[src/rtl/cpu_pkg.sv]
// Shared types and encoding constants for the simple RISC control unit.
package cpu_pkg;

  typedef enum logic [2:0] {
    S_WAIT, S_DECODE, S_GET_A, S_GET_B, S_OPERATE, S_WRITE_REG, S_WRITE_IMM
  } state_t;

  typedef enum logic [2:0] {
    CLS_ILLEGAL, CLS_MOV_IMM, CLS_MOV_REG, CLS_ADD, CLS_CMP, CLS_AND, CLS_MVN
  } cls_t;

  localparam logic [2:0] OPC_MOV  = 3'b110;
  localparam logic [2:0] OPC_ALU  = 3'b101;

  localparam logic [1:0] ALU_ADD  = 2'b00;
  localparam logic [1:0] ALU_SUB  = 2'b01;
  localparam logic [1:0] ALU_AND  = 2'b10;
  localparam logic [1:0] ALU_NOTB = 2'b11;
  localparam logic [1:0] MOV_IMM_OP = 2'b10;
  localparam logic [1:0] MOV_REG_OP = 2'b00;

  localparam int OPC_HI = 15;
  localparam int OPC_LO = 13;
  localparam int OP_HI  = 12;
  localparam int OP_LO  = 11;
  localparam int RN_HI  = 10;
  localparam int RN_LO  = 8;
  localparam int RD_HI  = 7;
  localparam int RD_LO  = 5;
  localparam int SH_HI  = 4;
  localparam int SH_LO  = 3;
  localparam int RM_HI  = 2;
  localparam int RM_LO  = 0;
  localparam int IM8_HI = 7;

  function automatic logic [15:0] sext8(input logic [7:0] v);
    return {{8{v[7]}}, v};
  endfunction

endpackage

[src/rtl/instr_decoder.sv]
// Combinational field extraction and instruction classification for a 16-bit IR.
module instr_decoder
  import cpu_pkg::*;
#(
  parameter int IW = 16
) (
  input  logic [IW-1:0] ir,
  output logic [2:0]    rn,
  output logic [2:0]    rd,
  output logic [2:0]    rm,
  output logic [1:0]    sh,
  output logic [1:0]    op,
  output logic [IW-1:0] sximm8,
  output cls_t          cls,
  output logic          illegal
);

  assign rn      = ir[RN_HI:RN_LO];
  assign rd      = ir[RD_HI:RD_LO];
  assign rm      = ir[RM_HI:RM_LO];
  assign sh      = ir[SH_HI:SH_LO];
  assign op      = ir[OP_HI:OP_LO];
  assign sximm8  = sext8(ir[IM8_HI:0]);
  assign illegal = (cls == CLS_ILLEGAL);

  // Map opcode/op pairs onto the supported instruction classes.
  always_comb begin
    cls = CLS_ILLEGAL;
    case (ir[OPC_HI:OPC_LO])
      OPC_MOV: begin
        if (op == MOV_IMM_OP)      cls = CLS_MOV_IMM;
        else if (op == MOV_REG_OP) cls = CLS_MOV_REG;
        else                       cls = CLS_ILLEGAL;
      end
      OPC_ALU: begin
        case (op)
          ALU_ADD:  cls = CLS_ADD;
          ALU_SUB:  cls = CLS_CMP;
          ALU_AND:  cls = CLS_AND;
          ALU_NOTB: cls = CLS_MVN;
          default:  cls = CLS_ILLEGAL;
        endcase
      end
      default: cls = CLS_ILLEGAL;
    endcase
  end

endmodule

[src/rtl/cpu_controller.sv]
// Multi-cycle control FSM: latches an instruction and sequences datapath strobes.
module cpu_controller
  import cpu_pkg::*;
#(
  parameter int IW = 16
) (
  input  logic          clk,
  input  logic          reset,
  input  logic          s,
  input  logic          load,
  input  logic [IW-1:0] in,
  output logic          w,
  output logic          illegal,
  output logic [2:0]    readnum,
  output logic [2:0]    writenum,
  output logic          write,
  output logic          vsel,
  output logic [IW-1:0] sximm8,
  output logic          loada,
  output logic          loadb,
  output logic          asel,
  output logic [1:0]    shift,
  output logic [1:0]    ALUop,
  output logic          loadc,
  output logic          loads
);

  state_t        state;
  logic [IW-1:0] ir;
  logic [IW-1:0] ir_next;
  logic [2:0]    dec_rn, dec_rd, dec_rm;
  logic [1:0]    dec_sh, dec_op;
  logic [IW-1:0] dec_sximm8;
  cls_t          dec_cls;
  logic          dec_illegal;

  // Decode the IR value that will be current next cycle, so every output can be registered.
  assign ir_next = (state == S_WAIT && load) ? in : ir;

  instr_decoder #(.IW(IW)) u_dec (
    .ir      (ir_next),
    .rn      (dec_rn),
    .rd      (dec_rd),
    .rm      (dec_rm),
    .sh      (dec_sh),
    .op      (dec_op),
    .sximm8  (dec_sximm8),
    .cls     (dec_cls),
    .illegal (dec_illegal)
  );

  // State register, IR and registered Moore outputs for the state being entered.
  always_ff @(posedge clk) begin
    if (reset) begin
      state    <= S_WAIT;
      ir       <= '0;
      w        <= 1'b1;
      illegal  <= 1'b0;
      readnum  <= 3'd0;
      writenum <= 3'd0;
      write    <= 1'b0;
      vsel     <= 1'b0;
      sximm8   <= '0;
      loada    <= 1'b0;
      loadb    <= 1'b0;
      asel     <= 1'b0;
      shift    <= 2'b00;
      ALUop    <= 2'b00;
      loadc    <= 1'b0;
      loads    <= 1'b0;
    end else begin
      ir       <= ir_next;
      sximm8   <= dec_sximm8;
      w        <= 1'b0;
      illegal  <= 1'b0;
      readnum  <= 3'd0;
      writenum <= 3'd0;
      write    <= 1'b0;
      vsel     <= 1'b0;
      loada    <= 1'b0;
      loadb    <= 1'b0;
      asel     <= 1'b0;
      shift    <= 2'b00;
      ALUop    <= 2'b00;
      loadc    <= 1'b0;
      loads    <= 1'b0;
      case (state)
        S_WAIT: begin
          if (s) begin
            state   <= S_DECODE;
            illegal <= dec_illegal;
          end else begin
            state   <= S_WAIT;
            w       <= 1'b1;
          end
        end
        S_DECODE: begin
          case (dec_cls)
            CLS_MOV_IMM: begin
              state    <= S_WRITE_IMM;
              writenum <= dec_rn;
              vsel     <= 1'b1;
              write    <= 1'b1;
            end
            CLS_MOV_REG, CLS_MVN: begin
              state   <= S_GET_B;
              readnum <= dec_rm;
              loadb   <= 1'b1;
            end
            CLS_ADD, CLS_AND, CLS_CMP: begin
              state   <= S_GET_A;
              readnum <= dec_rn;
              loada   <= 1'b1;
            end
            default: begin
              state <= S_WAIT;
              w     <= 1'b1;
            end
          endcase
        end
        S_GET_A: begin
          state   <= S_GET_B;
          readnum <= dec_rm;
          loadb   <= 1'b1;
        end
        S_GET_B: begin
          state <= S_OPERATE;
          shift <= dec_sh;
          ALUop <= (dec_cls == CLS_MOV_REG) ? ALU_ADD : dec_op;
          asel  <= (dec_cls == CLS_MOV_REG) || (dec_cls == CLS_MVN);
          if (dec_cls == CLS_CMP) loads <= 1'b1;
          else                    loadc <= 1'b1;
        end
        S_OPERATE: begin
          if (dec_cls == CLS_CMP) begin
            state <= S_WAIT;
            w     <= 1'b1;
          end else begin
            state    <= S_WRITE_REG;
            writenum <= dec_rd;
            write    <= 1'b1;
          end
        end
        S_WRITE_REG, S_WRITE_IMM: begin
          state <= S_WAIT;
          w     <= 1'b1;
        end
        default: begin
          state <= S_WAIT;
          w     <= 1'b1;
        end
      endcase
    end
  end

endmodule

[config.mk]
export PLATFORM = sky130hd
export DESIGN_NAME = cpu_controller
export DESIGN_NICKNAME = d
export VERILOG_FILES = /design/src/rtl/cpu_pkg.sv /design/src/rtl/instr_decoder.sv /design/src/rtl/cpu_controller.sv
export SDC_FILE = /design/constraint.sdc
export NUM_CORES = 1
export LEC_CHECK = 0
export ABC_AREA = 1
export BUFFER_PORTS_ARGS = -buffer_cell sky130_fd_sc_hd__buf_2
export CAP_MARGIN = 20
export CORE_MARGIN = 3
export CORE_UTILIZATION = 40
export DETAILED_ROUTE_END_ITERATION = 16
export GPL_TIMING_DRIVEN = 0
export MAX_ROUTING_LAYER = met4
export SYNTH_ARGS = -nofsm -noshare
export SYNTH_HDL_FRONTEND = slang
export SYNTH_SLANG_ARGS = --single-unit
[constraint.sdc]
create_clock -name clk -period 2.3 [get_ports clk]
set_clock_uncertainty 0.15 [all_clocks]
set_input_delay 0.115 -clock clk [delete_from_list [all_inputs] [get_ports clk]]
set_output_delay 0.115 -clock clk [all_outputs]
set_load 0.03 [all_outputs]
==> results of run 1 <==
metrics by stage:
step	utilization	power (mW)	worst slack, ps	hold WS, ps
floorplan	-	1.03	291	120
global placement	0.511	1.12	-23.6	232
detailed placement	0.511	1.12	-20.6	229
CTS	0.579	1.86	12.2	64.8
global route	0.603	1.97	-7.10	118
finish	0.603	1.88	164	70.2
state kept, by name (all words and copies together) (netlist names):
name      flops
ALUop         2
loadb         1
asel          1
illegal       1
writenum      3
state         3
readnum       3
vsel          1
loads         1
loadc         1
ir            9
shift         2
sximm8        7
w             1
write         1
loada         1
cells in the mapped netlist:
library cell / number
inv_2: 4
nor3_2: 1
a21oi_1: 9
nor4_1: 2
dfxtp_1: 38
nor2_4: 4
nor2_2: 2
inv_1: 26
nor2_1: 28
buf_6: 1
nand2_2: 8
clkbuf_1: 3
nand4_1: 11
nand2_4: 6
buf_4: 16
nand3b_1: 3
mux2i_1: 5
nor3_1: 1
o21bai_1: 1
nand2_1: 41
ha_1: 1
buf_2: 3
nand3_1: 10
o21ai_0: 3
nand3_2: 4
final cells by class:
type                    count  area [µm²]  share of cell area
flip-flops and latches     38         764               0.304
clock inverters             2        60.1              0.0239
well taps                  50        62.6              0.0249
inverters                  30         113              0.0448
clock buffers               6        82.6              0.0328
repair buffers             72         450               0.179
multi-input cells         140         815               0.324
plain buffers              23         169              0.0671
routing by layer:
layer,part of all wire,GRT usage,up-vias
met5,0,-,-
met4,0.020,0.0799,0
met3,0.052,0.0413,8
met2,0.45,0.267,44
met1,0.48,0.213,716
li1,-,-,870
cell families (layout without fill, tap and decap cells):
family | count (synthesis) | in the layout | synth area share
mux | 5 | 5 | 0.0277
buf+inv | 53 | 133 | 0.150
flops | 38 | 38 | 0.422
compound gates | 13 | 13 | 0.0374
simple gates | 121 | 121 | 0.356
fa+ha+maj | 1 | 1 | 0.00693
what timing repair did:
item	CTS	global route
endpoints found under the hold margin	15	0
buffers inserted	1	6
pin swaps	1	8
setup endpoints to repair	7	16
resized for setup	1	14
hold buffers	12	0
power by group through the flow:
| stage | Sequential, mW | Combinational [mW] | Clock (mW) |
|---|---|---|---|
| floorplan | 0.741 | 0.291 | 0 |
| global placement | 0.729 | 0.392 | 0 |
| detailed placement | 0.729 | 0.394 | 0 |
| CTS | 0.713 | 0.422 | 0.720 |
| global route | 0.719 | 0.510 | 0.745 |
| finish | 0.714 | 0.464 | 0.704 |
tightest hold or removal path, delay by kind of cell:
kind | cells | cell delay, ps
buffers and inverters | 2 | 120
and+or+nand+nor | 3 | 240
path summary, 6_finish.rpt:
check | from | end | depth (start not counted) | slack, ps
worst max-delay path | state[0]$_SDFF_PP0_ | readnum[0]$_SDFF_PP0_ | 13 | 160
worst min-delay path | in[14] | ir[14]$_SDFF_PP0_ | 5 | 70
worst max register to register | state[0]$_SDFF_PP0_ | readnum[0]$_SDFF_PP0_ | 13 | 160
worst min register to register | sximm8[0]$_SDFF_PP0_ | sximm8[0]$_SDFF_PP0_ | 2 | 350
==> key figures, run 1 <==
Global route
  – Vias in the first global route: about 1600
  – Grt ovf: 0
  – Initial antenna violation count: 0
  – Global-route wire length before repair: between 6000 and 7000 µm
  – Pin count of the biggest net entering global routing: 13
  – All-layer global routing usage: 0.173

Worst setup path
  – CP top delay family: simple AND/OR/NAND/NOR gates
  – WP buf/inv: 2
  – CP Launch Type: flip-flop
  – CP max FO: 6
  – Crit-path cells: nor2_4, buf_12, nand4_1, nand2_4, inv_1, ha_4, nand4_1, nand2_2, nand2_2, nand2_1, nor2_4, nand2_1, nand2_1
  – Worst path most repeated cell: nand2_1
  – Critical Path Slowest Stage Cell: dfxtp_2
  – CP arrival: 2190 ps
  – CP peak stage delay: ~340 ps
  – Worst path required time: between 2000 and 2500 ps
  – Crit Path Category: reg -> reg
  – Setup crit end kind: flip-flop

STA
  – Final Setup Violations: 0
  – Fmax achieved: 468 MHz
  – Final Cycle Share: 0.929
  – Tmin final: around 2100 ps
  – Max_slew headroom: 0.607
  – Worst Max-Slew Pin Slew: approximately 600 ps
  – Setup TNS: 0 ps
  – Hold Fails Final Rpt: 0
  – Max-slew violation count: 0

Power
  – Max VDD drop: 391 µV
  – Proportion of power drawn by the clock network: 0.374
  – P_leak: ~1.3 nW
  – Sw Ratio: 0.283
  – Logic pwr share: 0.247
  – Pint: 1.35 mW
  – PwrDens: 748 mW/mm²
  – NetSw: 533 µW
  – Sequential power share: 0.379

Die
  – Die H: 73.2 µm
  – Core ar.: 0.00417 mm²
  – Starting Density: 0.432
  – Die Wd: about 73 µm
  – Boundary pin count: 55
  – Number of placement rows: 23
  – Die ar.: 0.00535 mm²

Routing
  – Via count: 1638
  – Residual DRC: 0
  – Via-to-Cell Ratio: 4.54
  – WL per Instance: ~12 µm
  – Routed WL: 4180 µm
  – DR pass1 iterations: 4
  – Post-DRT Antenna Nets: 0
  – DRT iter0 DRCs: 76

Clock tree
  – Sink Count: 38
  – H-tree Lvls: 2
  – CTS max path bufs: 2
  – Skew-Pair Late Insertion Delay: approximately 300 ps
  – CTS Buf Count: 5
  – CTS tree: done
  – Root Driver: clkbuf_8
  – Clock transition at path regs: 80 ps

Job
  – Max Cap Viol: 0

Finish
  – Nets: about 330
  – Area Growth Syn to Fin: 39.5%
  – Post-route cell area: 0.00252 mm²
  – Commonest non-fill, non-tap cell in the layout: buf_2
  – Layout Cells excl Fill: 361
  – Diodes inserted: 0
  – Most frequent cells in the layout: 55 x buf_2, 36 x nand2_1, 35 x dfxtp_1
  – # fillers: 400
  – Layout cells sized above 1: 0.412

Placement
  – Placement Cell Area: 0.00213 mm²
  – Cells after DPL: 334
  – IO Port Bufs: 53
  – GP Congestion: slightly below 0.9
  – Hpwl dp: 3010 µm

Yosys
  – Syn_nets: 252
  – YS warnings: 0
  – Post-Syn Area: 0.00180 mm²
  – Mapped Cells: 231
  – Seq cells post-synth: 38
  – Number of distinct library cells after synthesis: 25
  – Biggest area consumer among synthesized cells: dfxtp_1
  – Synth top area cells: dfxtp_1 42%, nand2_1 8.5%, buf_4 6.7%
  – Seq/Total Area, Yosys: 0.422
  – Post-Syn Area per Cell: 7.81 µm²
  – Synth top area share: 0.422

Run status
  – Status: complete, no violations

Hold path
  – Min-delay worst type: in -> reg
(Power assumes the default switching activity.)
==> run 2: changes to the inputs <==
--- a/config.mk
+++ b/config.mk
@@ -13,6 +13,7 @@
 export DETAILED_ROUTE_END_ITERATION = 16
 export GPL_TIMING_DRIVEN = 0
 export MAX_ROUTING_LAYER = met4
+export REMOVE_ABC_BUFFERS = 1
 export SYNTH_ARGS = -nofsm -noshare
 export SYNTH_HDL_FRONTEND = slang
 export SYNTH_SLANG_ARGS = --single-unit
==> run 2 against run 1 <==
  * Global-route usage decreased by 0.31 points
  * Register-to-register slack about the same
  * Sequential power about the same
  * First-iteration DRC count decreased by 33%
  * Critical path depth decreased by 1
  * Die area unchanged
  * Core utilization decreased by 4.0 points
  * Count of clock-buffer cells in the layout unchanged
  * Combinational power decreased by 11%
  * Critical endpoint is now state[1]$_SDFF_PP0_
==> key figures, run 2 (same netlist as run 1, synthesis figures left out) <==
Run status
  – Status: complete, no violations

Worst setup path
  – Crit Path Category: reg -> reg
  – CP Launch Type: flip-flop
  – Worst path most repeated cell: nand2_1
  – Critical Path Slowest Stage Cell: dfxtp_2
  – CP max FO: 4
  – Crit-path cells: nor2_4, buf_6, nand4_1, nand2_4, inv_1, ha_4, nand4_1, nand3_2, nand2_1, nand2_1, nand2_1, a21oi_2
  – Flop2flop setup slack: 170 ps
  – Worst path required time: 2360 ps
  – WP buf/inv: 2
  – CP arrival: 2190 ps
  – CP top delay family: simple AND/OR/NAND/NOR gates
  – CP peak stage delay: 340 ps
  – Setup crit end kind: flip-flop

Global route
  – Initial antenna violation count: 0
  – Vias in the first global route: 1478
  – Grt ovf: 0
  – Global-route wire length before repair: 6700 µm
  – All-layer global routing usage: 0.170
  – Pin count of the biggest net entering global routing: 28

STA
  – Fmax achieved: ~470 MHz
  – Worst Max-Slew Pin Slew: 580 ps
  – Max_slew headroom: 0.610
  – Final Setup Violations: 0
  – Final Cycle Share: 0.928
  – Final Worst Setup Slack: 166 ps
  – Hold Fails Final Rpt: 0
  – Max-slew violation count: 0
  – Tmin final: 2130 ps

Die
  – Die ar.: 0.00535 mm²
  – Starting Density: 0.432
  – Number of placement rows: 23
  – Boundary pin count: 55
  – Core ar.: 0.00417 mm²
  – Die H: approximately 73 µm
  – Die Wd: 73.2 µm

Power
  – Proportion of power drawn by the clock network: 0.382
  – Sw Ratio: 0.284
  – Max VDD drop: 429 µV
  – P_leak: 1.22 nW
  – Pint: ~1.3 mW
  – Sequential power share: 0.391
  – Overall Power: 1.82 mW
  – PwrDens: between 700 and 800 mW/mm²
  – Logic pwr share: 0.228
  – NetSw: 519 µW

Finish
  – Commonest non-fill, non-tap cell in the layout: buf_2
  – # fillers: 417
  – Max reg flops: 9
  – Diodes inserted: 0
  – Area Growth Syn to Fin: 30.2%
  – Most frequent cells in the layout: 54 x buf_2, 37 x nand2_1, 35 x dfxtp_1
  – Layout Cells excl Fill: 338
  – Post-route cell area: 0.00235 mm²
  – Nets: approximately 310
  – Register bank with the most flops: ir
  – Layout cells sized above 1: 0.378
  – Largest regs: ir (9), sximm8 (7)

Clock tree
  – Skew-Pair Late Insertion Delay: around 290 ps
  – CTS Buf Count: 5
  – Root Driver: clkbuf_8
  – H-tree Lvls: 2
  – Sink Count: 38
  – CTS tree: done
  – CTS max path bufs: 2
  – Clock transition at path regs: 70 ps

Placement
  – Hpwl dp: 2750 µm
  – IO Port Bufs: 54
  – GP Congestion: 0.849
  – Placement Cell Area: 0.00198 mm²
  – Worst slack, placed: -544 ps
  – Cells after DPL: 312

Routing
  – Via-to-Cell Ratio: approximately 4.6
  – Routed WL: 4180 µm
  – WL per Instance: 12.4 µm
  – DR pass1 iterations: 4
  – Residual DRC: 0
  – DRT iter0 DRCs: 51
  – Post-DRT Antenna Nets: 0
  – Via count: 1563

Job
  – Max Cap Viol: 0

Hold path
  – Min-delay worst type: in -> reg
==> run 2: cell types whose count changed in the layout (fill, tap and decap cells not counted), moves of 2 or more <==
cell,previous run,this run
buf_12,2,0
buf_4,22,4
clkbuf_1,3,0
nand3_2,4,6
==> run 2: power groups by stage <==
stage	clock (mW)	sequential (mW)	combinational (mW)
detailed placement	0	0.727	0.355
CTS	0.717	0.712	0.392
global route	0.746	0.718	0.459
finish	0.697	0.713	0.415
floorplan	0	0.787	0.200
global placement	0	0.726	0.354
==> run 2: metrics by stage <==
stage           util  setup TNS, ps  hold slack [ps]
5_1_grt        0.563          -3.30             75.3
4_1_cts        0.548              0             60.2
3_5_place_dp   0.474          -9130              228
2_1_floorplan      -          -1290             34.1
6_report       0.563              0             55.3
3_3_place_gp   0.474          -9300              223
==> run 2: worst reg2reg max path, stage by stage (launching register included) <==
cell and delay (ps):
dfxtp_2 340, nor2_4 160, buf_6 130, nand4_1 130, nand2_4 110, inv_1 70
ha_4 280, nand4_1 170, nand3_2 170, nand2_1 90, nand2_1 60, nand2_1 60
a21oi_2 150
==> run 2: area by class of cell <==
cell class / instances / area (µm²) / share of cell area
clock buffers: 6 / 82.6 / 0.0351
clock inverters: 2 / 60.1 / 0.0256
inverters: 30 / 118 / 0.0501
multi-input cells: 141 / 831 / 0.354
flip-flops and latches: 38 / 764 / 0.325
well taps: 50 / 62.6 / 0.0266
repair buffers: 71 / 432 / 0.184
==> run 2: routing by layer <==
| metal | share of wire | track usage | vias up |
|---|---|---|---|
| met2 | 0.50 | 0.271 | 28 |
| met4 | 0.010 | 0.0676 | 0 |
| met1 | 0.45 | 0.203 | 703 |
| met5 | 0 | - | - |
| met3 | 0.040 | 0.0455 | 2 |
| li1 | - | - | 830 |
==> run 2: path summary, 6_finish.rpt <==
check                                     startpoint                    to  depth (start not counted)
worst max-delay path             state[0]$_SDFF_PP0_   state[1]$_SDFF_PP0_                         12
worst min register to register  sximm8[1]$_SDFF_PP0_  sximm8[1]$_SDFF_PP0_                          2
worst min-delay path                          in[12]     ir[12]$_SDFF_PP0_                          5
worst max register to register   state[0]$_SDFF_PP0_   state[1]$_SDFF_PP0_                         12
==> run 2: what timing repair did <==
item | in CTS | in global routing
resized for setup | 2 | 14
buffers inserted | 3 | 2
cloned | 1 | 0
endpoints found under the setup margin | 20 | 17
hold buffers | 12 | 0
pin swaps | 2 | 7
hold endpoints to repair | 15 | 0
==> run 3: changes to the inputs <==
--- a/config.mk
+++ b/config.mk
@@ -16,4 +16,5 @@
 export REMOVE_ABC_BUFFERS = 1
 export SYNTH_ARGS = -nofsm -noshare
 export SYNTH_HDL_FRONTEND = slang
+export SYNTH_HIERARCHICAL = 1
 export SYNTH_SLANG_ARGS = --single-unit
==> run 3 against run 2 <==
  * Final cell count is 27% higher
  * Largest power group unchanged
  * Worst setup slack worse by 41 ps
  * Synthesized cell count is 33% higher
  * Critical endpoint is now writenum[2]$_SDFF_PP0_
  * Sequential share of layout area is 5.2 points higher
  * Critical path depth is 3 higher
  * Combinational power is 92% higher
  * Design area is 23% higher
  * Synthesized area is 31% higher
  * Clock power is 27% lower
  * First-iteration DRC count stayed put
  * Worst hold slack better by 70 ps
==> key figures, run 3 <==
Run status
  – Status: complete, no violations

Yosys
  – Main combinational cell family by area after synthesis: simple AND/OR/NAND/NOR gates
  – Biggest area consumer among synthesized cells: dfxtp_1
  – Post-Synth Adder-Cell Area: 0.0106
  – Seq cells post-synth: 54
  – Seq/Total Area, Yosys: 0.456
  – Post-synth EDFFs: 0
  – Mux cell area share after synthesis: 0
  – Post-Syn Area: 0.00237 mm²
  – Share of flip-flops with an asynchronous set or reset: 0
  – Number of distinct library cells after synthesis: 22
  – Synth Area in Compound Gates: 0.0776
  – Synth top area share: 0.456
  – Synth top area cells: dfxtp_1 46%, inv_1 11%, buf_4 9.2%
  – Post-Syn Area per Cell: about 7.7 µm²
  – Top-count cell post-synth: inv_1
  – Commonest cells post-synth: 67 x inv_1, 54 x dfxtp_1, 46 x nor2_1, 41 x nand2_1, 29 x buf_4
  – Synth Area in XOR/XNOR: 0
  – Synth Area in Simple Gates: 0.231
  – YS warnings: 6
  – Top FF cell, synth: dfxtp_1
  – Mapped Cells: ~300

Die
  – Die ar.: 0.00689 mm²
  – Starting Density: 0.423
  – Number of placement rows: 27
  – Boundary pin count: 55
  – Core ar.: 0.00561 mm²
  – Die H: 83.0 µm
  – Die Wd: about 83 µm

Hold path
  – Min-delay worst type: in -> reg
  – Hold wc startpoint: load
  – Hold Path Sink: ir[11]$_SDFF_PP0_
  – Cell depth of the worst hold path: 4

Power
  – Max VDD drop: 385 µV
  – Overall Power: 2.37 mW
  – PwrDens: 823 mW/mm²
  – P_leak: 1.52 nW

Clock tree
  – CTS tree: done
  – H-tree Lvls: 2
  – CTS max path bufs: 2
  – Clock transition at path regs: 90 ps
  – Root Driver: clkbuf_8
  – Sink Count: 54
  – CTS Buf Count: 5
  – Skew-Pair Late Insertion Delay: 300 ps

Placement
  – GP Congestion: 0.833
  – Cells after DPL: between 300 and 400
  – Hpwl dp: ~2900 µm
  – IO Port Bufs: 54
  – Worst slack, placed: -549 ps
  – Placement Cell Area: 0.00246 mm²

Finish
  – Largest regs: ir (16), sximm8 (16)
  – Nets: 380
  – Commonest non-fill, non-tap cell in the layout: inv_1
  – Area Growth Syn to Fin: 21.4%
  – # fillers: 566
  – Layout cells sized above 1: 0.358
  – Final Util: 0.513
  – Post-route cell area: between 0.002 and 0.003 mm²
  – Most frequent cells in the layout: 60 x inv_1, 54 x buf_2, 51 x dfxtp_1
  – Diodes inserted: 0
  – Layout Cells excl Fill: 430

STA
  – RSZ-0062 raised after global routing: yes
  – Fmax achieved: ~460 MHz
  – Final Cycle Share: 0.946
  – Final Worst Setup Slack: 125 ps
  – Max_slew headroom: 0.469
  – Worst Max-Slew Pin Slew: 796 ps
  – Max-slew violation count: 0
  – Hold Fails Final Rpt: 0
  – Final Setup Violations: 0
  – Tmin final: between 2000 and 2500 ps

Worst setup path
  – CP Launch Type: flip-flop
  – Worst path required time: 2300 ps
  – CP arrival: 2180 ps
  – FF-to-FF path depth: 15
  – Crit Path Category: reg -> reg
  – Flop2flop setup slack: 120 ps
  – Setup crit end kind: flip-flop
  – CP max FO: 6
  – Worst reg2reg endpoint: writenum[2]$_SDFF_PP0_
  – Worst flop-to-flop path startpoint: state[2]$_SDFF_PP0_

Routing
  – Residual DRC: 0
  – Via-to-Cell Ratio: 4.25
  – Routed WL: roughly 4500 µm
  – Post-DRT Antenna Nets: 0
  – WL per Instance: 10.5 µm
  – DR pass1 iterations: 4
  – DRT iter0 DRCs: 51
  – Via count: 1828

Global route
  – All-layer global routing usage: 0.139
  – Grt ovf: 0
  – Initial antenna violation count: 0
  – Vias in the first global route: 1684
  – Pin count of the biggest net entering global routing: between 40 and 50
  – Global-route wire length before repair: 7730 µm

Job
  – Max Cap Viol: 0
## run 3: cell types whose count changed in the layout (fill, tap and decap cells not counted), moves of 4 or more
cell           change
dfxtp_1           +16
dlygate4sd3_1      +5
inv_1             +34
inv_2              +6
mux2i_1            -5
nand2_1            -4
nand2_4            -4
nand4_1            -5
nor2_1            +15
o21ai_2           +16
## run 3: worst max-delay path by stage
stage | startpoint | endpoint | slack, ps
6_report | state[2]$_SDFF_PP0_ | writenum[2]$_SDFF_PP0_ | 120
5_1_grt | state[2]$_SDFF_PP0_ | readnum[0]$_SDFF_PP0_ | -20
4_1_cts | state[1]$_SDFF_PP0_ | state[2]$_SDFF_PP0_ | -4
3_5_place_dp | state[2]$_SDFF_PP0_ | state[2]$_SDFF_PP0_ | -550
3_3_place_gp | state[2]$_SDFF_PP0_ | state[2]$_SDFF_PP0_ | -530
2_1_floorplan | state[2]$_SDFF_PP0_ | state[2]$_SDFF_PP0_ | -90
## run 3: kinds of logic (layout without fill, tap and decap cells)
| group | count (synthesis) | in the layout |
|---|---|---|
| and+or+nand+nor | 121 | 122 |
| DFF | 54 | 54 |
| adders and majority gates | 2 | 2 |
| AOI/OAI and AO/OA | 24 | 24 |
| buffers and inverters | 107 | 156 |
## run 3: cell type report
class	instances	area (µm²)	share of cell area
tap	72	90.1	0.0313
inverter	70	265	0.0921
sequential	54	1090	0.378
clock buffer	5	68.8	0.0239
clock inverter	2	13.8	0.00478
timing repair buffer	79	504	0.175
multi-input combinational	148	850	0.295
## run 3: metrics by stage
step,TNS (ps),hold WS (ps)
final,0,125
after global routing,-97.1,133
after CTS,-3.57,82.9
after detailed placement,-7120,218
after global placement,-6880,211
after floorplan,-335,31.9
## run 3: what timing repair did
item,in CTS,in global routing
gates resized for setup,1,35
buffers inserted,3,5
hold buffers,17,0
pin swaps,2,13
setup endpoints to repair,20,16
gates cloned,1,0
endpoints found under the hold margin,17,0
## run 3: worst max-delay path: stages (launching register included)
cell	delay, ps
dfxtp_4	370
nor2_4	140
nand3_4	150
nand2_2	130
o21ai_4	60
inv_2	60
inv_2	50
ha_4	250
inv_2	30
nand2_2	60
nand2_2	80
inv_4	90
nand3_4	120
buf_4	160
nand3_1	70
a21oi_1	60
## run 3: power by group
part           switching (mW)  internal, mW  leakage [nW]
clock                   0.298         0.211        0.0444
sequential             0.0304          1.04         0.445
combinational           0.521         0.274          1.03
## run 3: layer usage
| layer | global-route usage | vias to the layer above | routed length, µm |
|---|---|---|---|
| met5 | - | - | 0 |
| met4 | 0.0357 | 0 | 47 |
| met3 | 0.0317 | 5 | 239 |
| met2 | 0.220 | 45 | 2160 |
| met1 | 0.179 | 799 | 2090 |
| li1 | - | 979 | - |
